`src/rtl/lcd_cmd_ctrl.sv`:
```
// lcd_cmd_ctrl: write-only HD44780 command sequencer driven by a processor register.
// A request is a toggle of lcd_reg_i[30]. Each command runs SETUP -> PULSE -> HOLD -> WAIT.
// A single-entry pending buffer absorbs one request made while busy. Further requests are
// dropped, and each drop sets the sticky ovf_o flag.
// Optional macro LCD_INIT_EN: after reset, wait PWR_CYC clocks, then send the init sequence
// 0x38, 0x0C, 0x01, 0x06 with no acks.
// Ports:
//   clk_i       clock, rising edge
//   rst_i       synchronous active-high reset
//   lcd_reg_i   [31] ON, [30] REQ toggle, [9] RS, [7:0] DATA
//   lcd_on_o    registered ON bit
//   lcd_en_o    EN strobe, high only in PULSE
//   lcd_rs_o    register select of the command in flight
//   lcd_rw_o    tied 0
//   lcd_data_o  bus data of the command in flight
//   busy_o      command in flight or pending
//   ack_o       toggles once per completed user command
//   ovf_o       sticky overrun flag
module lcd_cmd_ctrl #(
    parameter int unsigned SETUP_CYC = 4,
    parameter int unsigned EN_CYC    = 12,
    parameter int unsigned HOLD_CYC  = 4,
    parameter int unsigned EXEC_CYC  = 2000,
    parameter int unsigned LONG_CYC  = 80000,
    parameter int unsigned PWR_CYC   = 1000000
) (
    input  logic        clk_i,
    input  logic        rst_i,
    input  logic [31:0] lcd_reg_i,
    output logic        lcd_on_o,
    output logic        lcd_en_o,
    output logic        lcd_rs_o,
    output logic        lcd_rw_o,
    output logic [7:0]  lcd_data_o,
    output logic        busy_o,
    output logic        ack_o,
    output logic        ovf_o
);
    localparam int unsigned Max1   = (SETUP_CYC > EN_CYC) ? SETUP_CYC : EN_CYC;
    localparam int unsigned Max2   = (Max1 > HOLD_CYC) ? Max1 : HOLD_CYC;
    localparam int unsigned Max3   = (Max2 > EXEC_CYC) ? Max2 : EXEC_CYC;
    localparam int unsigned Max4   = (Max3 > LONG_CYC) ? Max3 : LONG_CYC;
    localparam int unsigned MaxCyc = (Max4 > PWR_CYC) ? Max4 : PWR_CYC;
    localparam int unsigned CntW   = $clog2(MaxCyc + 1);

    typedef enum logic [2:0] {
        StIdle, StSetup, StPulse, StHold, StWait
`ifdef LCD_INIT_EN
        , StPwr
`endif
    } state_e;

    state_e          state_q, state_d;
    logic [CntW-1:0] cnt_q, cnt_d;
    logic            tog_q, on_q, busy_q, busy_d;
    logic            rs_q, rs_d, pend_q, pend_d, pend_rs_q, pend_rs_d;
    logic [7:0]      data_q, data_d, pend_data_q, pend_data_d;
    logic            ack_q, ack_d, ovf_q, ovf_d;
    logic            req, req_taken, try_next, launch, launch_rs, long_wait;
    logic [7:0]      launch_data;
    logic            unused_bits;

`ifdef LCD_INIT_EN
    logic       init_q, init_d;
    logic [1:0] idx_q, idx_d;

    function automatic logic [7:0] init_byte(input logic [1:0] i);
        unique case (i)
            2'd0:    return 8'h38;
            2'd1:    return 8'h0C;
            2'd2:    return 8'h01;
            default: return 8'h06;
        endcase
    endfunction
`endif

    assign unused_bits = ^{lcd_reg_i[29:10], lcd_reg_i[8]};
    assign req         = lcd_reg_i[30] ^ tog_q;
    assign long_wait   = !rs_q && ((data_q == 8'h01) || (data_q == 8'h02));

    always_comb begin
        state_d     = state_q;
        cnt_d       = (cnt_q != '0) ? cnt_q - CntW'(1) : cnt_q;
        rs_d        = rs_q;
        data_d      = data_q;
        pend_d      = pend_q;
        pend_rs_d   = pend_rs_q;
        pend_data_d = pend_data_q;
        ack_d       = ack_q;
        ovf_d       = ovf_q;
        req_taken   = 1'b0;
        try_next    = 1'b0;
        launch      = 1'b0;
        launch_rs   = rs_q;
        launch_data = data_q;
`ifdef LCD_INIT_EN
        init_d      = init_q;
        idx_d       = idx_q;
`endif
        unique case (state_q)
            StIdle:  try_next = 1'b1;
            StSetup: if (cnt_q == '0) begin
                state_d = StPulse;
                cnt_d   = CntW'(EN_CYC - 1);
            end
            StPulse: if (cnt_q == '0) begin
                state_d = StHold;
                cnt_d   = CntW'(HOLD_CYC - 1);
            end
            StHold: if (cnt_q == '0) begin
                state_d = StWait;
                cnt_d   = long_wait ? CntW'(LONG_CYC - 1) : CntW'(EXEC_CYC - 1);
            end
            StWait: if (cnt_q == '0) begin
                state_d = StIdle;
`ifdef LCD_INIT_EN
                if (init_q && (idx_q != 2'd3)) begin
                    launch      = 1'b1;
                    launch_rs   = 1'b0;
                    launch_data = init_byte(idx_q + 2'd1);
                    idx_d       = idx_q + 2'd1;
                end else begin
                    if (init_q) init_d = 1'b0;
                    else        ack_d  = ~ack_q;
                    try_next = 1'b1;
                end
`else
                ack_d    = ~ack_q;
                try_next = 1'b1;
`endif
            end
`ifdef LCD_INIT_EN
            StPwr: if (cnt_q == '0) begin
                launch      = 1'b1;
                launch_rs   = 1'b0;
                launch_data = init_byte(2'd0);
                init_d      = 1'b1;
                idx_d       = 2'd0;
            end
`endif
            default: state_d = StIdle;
        endcase

        // Pending entry wins over a fresh request; a request seen on the same clock as a
        // WAIT exit with an empty buffer starts directly, so no idle bubble is inserted.
        if (try_next) begin
            if (pend_q) begin
                launch      = 1'b1;
                launch_rs   = pend_rs_q;
                launch_data = pend_data_q;
                pend_d      = 1'b0;
            end else if (req) begin
                launch      = 1'b1;
                launch_rs   = lcd_reg_i[9];
                launch_data = lcd_reg_i[7:0];
                req_taken   = 1'b1;
            end
        end

        if (launch) begin
            state_d = StSetup;
            cnt_d   = CntW'(SETUP_CYC - 1);
            rs_d    = launch_rs;
            data_d  = launch_data;
        end

        // The buffer counts as full for the whole clock in which it holds an entry.
        if (req && !req_taken) begin
            if (pend_q) begin
                ovf_d = 1'b1;
            end else begin
                pend_d      = 1'b1;
                pend_rs_d   = lcd_reg_i[9];
                pend_data_d = lcd_reg_i[7:0];
            end
        end

        busy_d = (state_d != StIdle) || pend_d;
    end

    always_ff @(posedge clk_i) begin
        // Tracks the toggle bit even in reset, so release never looks like a request.
        tog_q <= lcd_reg_i[30];
        if (rst_i) begin
`ifdef LCD_INIT_EN
            state_q <= StPwr;
            cnt_q   <= CntW'(PWR_CYC - 1);
            init_q  <= 1'b0;
            idx_q   <= 2'd0;
`else
            state_q <= StIdle;
            cnt_q   <= '0;
`endif
            on_q        <= 1'b0;
            busy_q      <= 1'b0;
            rs_q        <= 1'b0;
            data_q      <= 8'h00;
            pend_q      <= 1'b0;
            pend_rs_q   <= 1'b0;
            pend_data_q <= 8'h00;
            ack_q       <= 1'b0;
            ovf_q       <= 1'b0;
        end else begin
`ifdef LCD_INIT_EN
            init_q <= init_d;
            idx_q  <= idx_d;
`endif
            state_q     <= state_d;
            cnt_q       <= cnt_d;
            on_q        <= lcd_reg_i[31];
            busy_q      <= busy_d;
            rs_q        <= rs_d;
            data_q      <= data_d;
            pend_q      <= pend_d;
            pend_rs_q   <= pend_rs_d;
            pend_data_q <= pend_data_d;
            ack_q       <= ack_d;
            ovf_q       <= ovf_d;
        end
    end

    assign lcd_on_o   = on_q;
    assign lcd_en_o   = (state_q == StPulse);
    assign lcd_rs_o   = rs_q;
    assign lcd_rw_o   = 1'b0;
    assign lcd_data_o = data_q;
    assign busy_o     = busy_q;
    assign ack_o      = ack_q;
    assign ovf_o      = ovf_q;

endmodule

```
`config.mk`:
```
export PLATFORM = sky130hd
export DESIGN_NAME = lcd_cmd_ctrl
export DESIGN_NICKNAME = d
export VERILOG_FILES = /design/src/rtl/lcd_cmd_ctrl.sv
export SDC_FILE = /design/constraint.sdc
export NUM_CORES = 1
export LEC_CHECK = 0
export CORE_MARGIN = 4
export CORE_UTILIZATION = 46
export CTS_BUF_LIST = sky130_fd_sc_hd__clkbuf_8 sky130_fd_sc_hd__clkbuf_16
export DETAILED_ROUTE_END_ITERATION = 10
export PLACE_DENSITY = 0.74
export SLEW_MARGIN = 20
export SYNTH_ARGS = -nofsm -noshare
export SYNTH_HDL_FRONTEND = slang
export SYNTH_SLANG_ARGS = --single-unit
```
`constraint.sdc`:
```
create_clock -name clk_i -period 2.1 [get_ports clk_i]
set_clock_uncertainty 0.05 [all_clocks]
set_input_delay 0.42 -clock clk_i [delete_from_list [all_inputs] [get_ports clk_i]]
set_output_delay 0.42 -clock clk_i [all_outputs]
set_load 0.02 [all_outputs]
```
# [Yosys cells after proc, flatten, opt, wreduce, memory -nomap -nowiden]
# Cells that the tools add are included.
[word_totals] elab_cells=66 memories=0 ff_bits=47 mem_bits_rw=0 latch_bits=0 rom_bits=0 input_bits=34
[op_classes] n_mux=27 order_cmp=0 n_mul=0 shifts=0 n_div=0 n_reduce_logical=16 eq_ne=6 add_sub_neg=1 bitwise=3
[ops] cell="$mux 20" count=4
[ops] cell="$pmux 20 s3" count=1
[ops] cell="$logic_not 20->1" count=1
[ops] cell="$reduce_bool 20->1" count=1
[ops] cell="$sub 20x1->20 const B" count=1
[ops] cell="$mux 17" count=1
[ops] cell="$mux 8" count=2
[ops] cell="$mux 3" count=5
[ops] cell="$pmux 3 s5" count=1
[ops] cell="$mux 1" count=11
[ops] cell="$eq 8x1->1 const B" count=1
[ops] cell="$eq 8x2->1 const B" count=1
[ops] cell="$eq 3x2->1 const B" count=2
[ops] cell="$reduce_and 2->1" count=3
[ops] cell="$eq 3x1->1 const B" count=1
[ops] cell="$eq 3x3->1 const B" count=1
[ops] cell="$logic_not 3->1" count=1
[ops] cell="$reduce_and 3->1" count=1
[ops] cell="$reduce_bool 3->1" count=1
[ops] cell="$logic_and 1x1->1" count=2
[ops] cell="$logic_not 1->1" count=2
[ops] cell="$logic_or 1x1->1" count=2
[ops] cell="$mux 2" count=1
[ops] cell="$not 1->1" count=2
[ops] cell="other kinds (4)" count=4

# [Longest topological paths before layout]
[depth] word_depth=8 mapped_depth=10 mapped_depth_nobuf=10

# [Least setup slack after synthesis]
# Ideal clock, no wire load.
[synth_path] kind="flip-flop to flip-flop" start="register cnt_q[0]" end="register cnt_q[0]" setup_ps=134 setup_slack_ps=39 path_stages_with_launch=10 required_ps=1916 arrival_ps=1877 path_buffers=0 path_cell_list="dfxtp_1 > inv_1 > ha_1 > nor4b_2 > nand4_2 > nor2_4 > inv_2 > ha_1 > o21ai_0 > a21oi_1"
[synth_between] elab_chain_len=5
[synth_lines] element="start, declared" line="54" rtl="logic [CntW-1:0] cnt_q, cnt_d;"
[synth_lines] element="start signal, assigned" line="209" rtl="cnt_q <= cnt_d;"
[synth_lines] element="$sub 20x1->20 (tied with other cells)" line="83" rtl="cnt_d = (cnt_q != '0) ? cnt_q - CntW'(1) : cnt_q;"
[synth_lines] element="$mux 20 or $mux 1 (tied branches)" line="83, 114"
[synth_lines] element="$mux 20 (tied with other cells)" line="110" rtl="StHold: if (cnt_q == '0) begin"
[synth_lines] element="$pmux 20 s3 or $mux 1 (tied branches)" line="100, 146"
[synth_lines] element="$mux 2 *" line="160" rtl="if (launch) begin"
# Every way passes the cells marked *; elsewhere a longest branch is shown, timed or not.
# A chain may end at the register's enable or synchronous reset.

# [Final worst setup path]
[layout_path] start="register cnt_q[1]" end="register cnt_q[11]"
[layout_between] elab_chain_len=5
[layout_lines] element="branches (longest 5 deep; another with $sub 20x1->20)"
# Parallel ways; which one is timed is not known.

==> flow_metrics.py <==
metrics = {
    "synth": {
        "ys_ff_latch": 47,
        "yosys.area.top_type_share_pct": 40.9,
        "synth_warnings": 0,
        "synth_area_leader_cell": "dfxtp_1",
        "syn_nets": 283,
        "ys_types": 51,
        "yosysMostFrequentCell": "dfxtp_1",
        "synth.area.top_cells": "dfxtp_1 (41%), mux2i_1 (8.7%), nor2_1 (5.9%)",
        "synth_edf_count": 0,
        "synthFlopType": "dfxtp_1",
        "yosysSeqAreaShare_pct": 40.9,
        "synth_async_sr_flop_share_pct": 0,
        "synth_area_um2": 2300,
        "synthCells": 246,
        "synth_commonest_cells": "dfxtp_1 (47), nor2_1 (36), mux2i_1 (20), a21oi_1 (15), a211oi_1 (13)",
        "syn_area_per_cell_um2": 9.35,
    },
    "floorplan": {
        "die_y_um": 78.7,
        "die_w_um": 78.7,
        "core-area_um2": 4790,
        "initial_utilization_pct": 48.1,
        "num_io_pins": 49,
        "die-area_um2": 6190,
        "rows": 25,
    },
    "pwr": {
        "power_uw": 5370,
        "power-per-cell-area_nw_per_um2": 1810,
        "ir_drop_v": 0.000928,
        "p_leak_uw": 0.00114,
    },
    "critical_path": {
        "worstPathRequired_ns": 2.24,
        "arrival_ns": 2.20,
        "crit_path_frequent_cell": "buf_4",
        "slowest_stage": "a211oi_2",
        "cp-end-kind": "flop",
        "critPathKind": "flop to flop",
        "cp-start-kind": "flop",
        "cp_max_fo": 5,
        "crit_chain": "inv_2 > ha_4 > nor4b_4 > buf_4 > a41oi_2 > a211oi_2 > buf_4 > o32a_1 > a21oi_1",
        "slowest_delay_ns": 0.36,
    },
    "route": {
        "viasPerCell": 5.38,
        "drtAntennaViolNets": 0,
        "drt_pre_antenna_iters": 4,
        "drcViolationCount": 0,
        "drt_iter0_markers": 88,
        "postRouteWirelength_um": 4930,
        "post_drt_wl_per_cell_um": 13.6,
        "vias": 1953,
    },
    "cells_and_area": {
        "multi_input_area_um2": 1320,
        "num-fill-cells": 409,
        "syn2layout_area_growth_pct": 29.1,
        "final_cells": 363,
        "diodes": 0,
        "layout-drive-gt1-share_pct": 23.3,
        "ff_latch_area_um2": 943,
        "final_nets": 332,
    },
    "global_route": {
        "grt.overflow.total": 0,
        "track_usage_pct": 17.0,
        "first_global_vias": 1874,
        "grt_pass1_wl_um": 8350,
        "antenna_found_initial": 0,
        "grt_max_degree": 30,
    },
    "clock_network": {
        "cts_tree": "built",
        "root_buffer": "clkbuf_8",
        "worstSkewPairLatency_ns": 0.31,
        "cts_max_level": 2,
        "cts_hold_buffers": 0,
        "cts.sinks": 47,
        "clockBufferDepth": 2,
        "path_clk_slew_ns": 0.10,
        "cts_inserted_buffers": 5,
    },
    "timing": {
        "rsz0062_at_grt": "true",
        "finalSetupViolCount": 0,
        "maxSlewViolCount": 0,
        "hold_viol_final": 0,
        "period_minus_slack_ns": 2.07,
        "fmax_mhz": 484,
        "period_share_pct": 98.3,
    },
    "run": {
        "cap_violations": 0,
    },
    "min_path": {
        "holdCritPathClass": "flop to flop",
    },
    "place": {
        "portBuffers": 26,
        "post-dp-hpwl_um": 3480,
        "placed_cells": 350,
        "place_congestion": 0.826,
    },
    "status": {
        "status": "finished, final reports clean",
    },
}
[where the power goes]
part           total (uW)  internal (uW)  switching (uW)
sequential           1460           1170             292
combinational        3320           1610            1710
clock                 588            243             345
[worst max-delay path: cells and delay by family (launching register included)]
kind	cells	cell delay, ns
compound gates	4	0.83
buf+inv	3	0.44
flops	1	0.33
simple gates	1	0.17
fa+ha+maj	1	0.12
[through the flow]
stage / cell area (um2) / setup TNS, ns / hold WS [ns] / setup WS [ns] / util [%]
2_1_floorplan: 2300 / 0 / 0.398 / 0.0395 / -
3_3_place_gp: 2760 / -1.65 / 0.411 / -0.132 / 57.7
3_5_place_dp: 2760 / -3.18 / 0.413 / -0.202 / 57.7
4_1_cts: 2860 / 0 / 0.448 / 0.0783 / 59.8
5_1_grt: 2970 / -0.592 / 0.479 / -0.104 / 62.0
6_report: 2970 / 0 / 0.442 / 0.0347 / 62.0
[cell type report]
cell class | instances | area share (%)
inverters | 6 | 0.759
well taps | 67 | 2.82
clock inverters | 3 | 0.843
clock buffers | 5 | 2.32
flip-flops and latches | 47 | 31.8
multi-input cells | 178 | 44.4
repair buffers | 57 | 17.0
[flip-flops by register name, summed over array words and instances (netlist names)]
name / cells
pend_q: 1
cnt_q: 20
lcd_on_o: 1
pend_data_q: 8
state_q: 3
tog_q: 1
ovf_o: 1
lcd_rs_o: 1
ack_o: 1
busy_o: 1
lcd_data_o: 8
pend_rs_q: 1
[placed cells by master, fill, tap and decap left out, types with 3 or more instances in the layout]
master,n
dfxtp_1,45
nor2_1,36
buf_4,28
clkdlybuf4s50_1,25
mux2i_1,20
a21oi_1,14
a211oi_1,12
xnor2_1,10
nor3_1,7
nand2_1,6
o21ai_0,6
nand3_1,5
xor2_1,5
clkbuf_8,5
nor4_2,4
a211oi_2,4
nor4_1,4
a31oi_1,4
inv_1,3
inv_2,3
a311oi_1,3
[logic make-up after synthesis]
kind of cell / share of synthesized area (%)
and+or+nand+nor: 22.3
muxes: 9.19
DFF: 40.9
AOI/OAI and AO/OA: 15.2
adders and majority gates: 1.63
buffers and inverters: 4.90
xor gates and xnor gates: 5.71
other: 0.163
[repair_timing]
action	in CTS	in global routing
buffers inserted	0	4
endpoints found under the setup margin	6	23
resized for setup	2	16
pin swaps	0	6
gates cloned	0	1
[per-layer routing]
metal / vias up / wire length [um] / track usage, % / part of all wire, %
met4: 0 / 53 / 5.07 / 1.1
met3: 6 / 177 / 5.22 / 3.6
met2: 28 / 2380 / 27.9 / 48
met5: - / 0 / 0 / 0
met1: 926 / 2320 / 21.3 / 47
li1: 993 / - / - / -
[path summary, 6_finish.rpt]
path | from | endpoint | slack [ns] | depth (start not counted)
worst max register to register | cnt_q[1] | cnt_q[11] | 0.03 | 9
worst min-delay path | ovf_o | ovf_o | 0.44 | 2
worst min register to register | ovf_o | ovf_o | 0.44 | 2
worst max-delay path | cnt_q[1] | cnt_q[11] | 0.03 | 9
Power figures use the tool's default switching activity.
==> edit (same settings) <==
`PWR_CYC`: 1000000 -> 2000000.
--- a/src/rtl/lcd_cmd_ctrl.sv
+++ b/src/rtl/lcd_cmd_ctrl.sv
@@ -23,5 +23,5 @@
     parameter int unsigned EXEC_CYC  = 2000,
     parameter int unsigned LONG_CYC  = 80000,
-    parameter int unsigned PWR_CYC   = 1000000
+    parameter int unsigned PWR_CYC   = 2000000
 ) (
     input  logic        clk_i,
Check against the original RTL: no difference found for any inputs over 10 cycles, from zero or initial values and one cycle with rst_i high; that may be too few to reach the edited logic, so the function may still have changed.
==> edit against the unedited design <==
The flow now finishes with violations (setup timing). Area after synthesis is 2.5% higher. Global-route usage is 5.9 points higher. Sequential share of layout area is 4.3 points lower. Synthesized cell count is 6.1% higher. Design area is 18% higher. Worst setup slack worse by 350 ps. Wire length is 40% higher. Total power is 15% higher. Critical path depth is 3 lower. Sequential cell count is 1 higher. Via count is 20% higher. Final cell count is 12% higher. Largest cell class unchanged. Largest power group unchanged. Highest routed layer unchanged.
==> edit: results (changes against the unedited design) <==
path_max_fanout: 6  # was 5
slowest_delay_ps: 620  # was 360 ps
drt-total-wl_microns: 6906  # was 4929 microns
grt.met3_usage_pct: 4.063  # was 5.215%
largest_reg_flops: 21  # was 20
clk-power_w: 0.000549  # was 0.000588 W
drive_gt1_share_pct: 37.28  # was 23.31%
numPlacedInstances: 388  # was 350
yosys-top-cells-count: "48 x dfxtp_1, 37 x nor2_1, 19 x mux2i_1"  # was 47 x dfxtp_1, 36 x nor2_1, 20 x mux2i_1
async_flop_share_pct: 0  # unchanged
synth_area_leaders: "dfxtp_1 41%, mux2i_1 8.1%, nor2_1 5.9%"  # was dfxtp_1 41%, mux2i_1 8.7%, nor2_1 5.9%
critPathArrivalTime_ps: 2560  # was 2200 ps
tns_ps: -9018  # was 0 ps
setup_viol: 45  # was 0
met2_length_microns: 3406  # was 2381 microns
h-tree-depth: 2  # unchanged
fin_ws_ps: -314.7  # was 34.72 ps
fin_cells: 405  # was 363
route.detailed.drc: 0  # unchanged
p_int_w: 0.003508  # was 0.003023 W
clockBufferDepth: 2  # unchanged
place_ws_ps: -403.4  # was -202.2 ps
grt_use_total_pct: 22.88  # was 16.98%
pwr-share-seq_pct: 21.9  # was 27.2%
place_congestion: 0.8173  # was 0.8256
met1_usage_pct: 29.18  # was 21.33%
cpLargestDelayFamily: "simple AND/OR/NAND/NOR gates"  # was compound AO/OA/AOI/OAI gates
nets: 374  # was 332
grt_pass1_vias: 2438  # was 1874
grtUsageMet2_pct: 38.90  # was 27.93%
initialDrtViolationCount: 174  # was 88
wl_met3_microns: 355  # was 177 microns
via_per_inst: 5.795  # was 5.380
synth_fp_nets: 298  # was 283
synth_cells: 261  # was 246
placed_cell_area_sq_um: 3039  # was 2761 sq um
cts_inserted_buffers: 5  # unchanged
slowest_stage: "or4_4"  # was a211oi_2
grt_max_degree: 24  # was 30
wl_met1_microns: 2978  # was 2316 microns
outcome: "complete, but fails checks"  # was completed
grt_pass1_wl_microns: 11410  # was 8349 microns
clk_pin_slew_ps: 90
cts_root_buf: "clkbuf_8"  # unchanged
ir_worst_vdd_mv: 0.9053  # was 0.9276 mV
hpwl_microns: 4333  # was 3476 microns
ys_seq_area_share_pct: 40.76  # was 40.91%
p_leak_nw: 1.438  # was 1.137 nW
p_clk_share_pct: 8.9  # was 10.9%
drt-pass1-iter-count: 4  # unchanged
violations: "setup timing"
-- edit: layout make-up --
type	instances	area (sq um)
timing repair buffer	85	780.7
fill	324	1345
inverter	4	20.02
clock buffer	5	68.82
tap	67	83.83
sequential	48	963.4
multi-input combinational	193	1568
clock inverter	3	18.77
-- edit: worst paths after layout --
check / startpoint / endpoint / slack [ps] / cells past startpoint
max: cnt_q[14] / lcd_data_o[0] / -310 / 6
min: ovf_o / ovf_o / 460 / 2
max reg2reg: cnt_q[14] / lcd_data_o[0] / -310 / 6
min reg2reg: ovf_o / ovf_o / 460 / 2
-- edit: cells by family after synthesis --
logic type / after synthesis / synth area share [%]
other cells: 1 / 0.1591
flops: 48 / 40.76
simple gates: 102 / 22.98
xor+xnor: 16 / 5.945
fa+ha+maj: 3 / 1.593
buf+inv: 20 / 4.087
compound gates: 42 / 11.62
mux: 29 / 12.84
-- edit: repair_timing --
item	CTS	global route
setup buffers	5	3
resized for setup	47	16
cloned	1	0
setup endpoints to repair	46	45
pin swaps	26	12
hold endpoints to repair	0	0
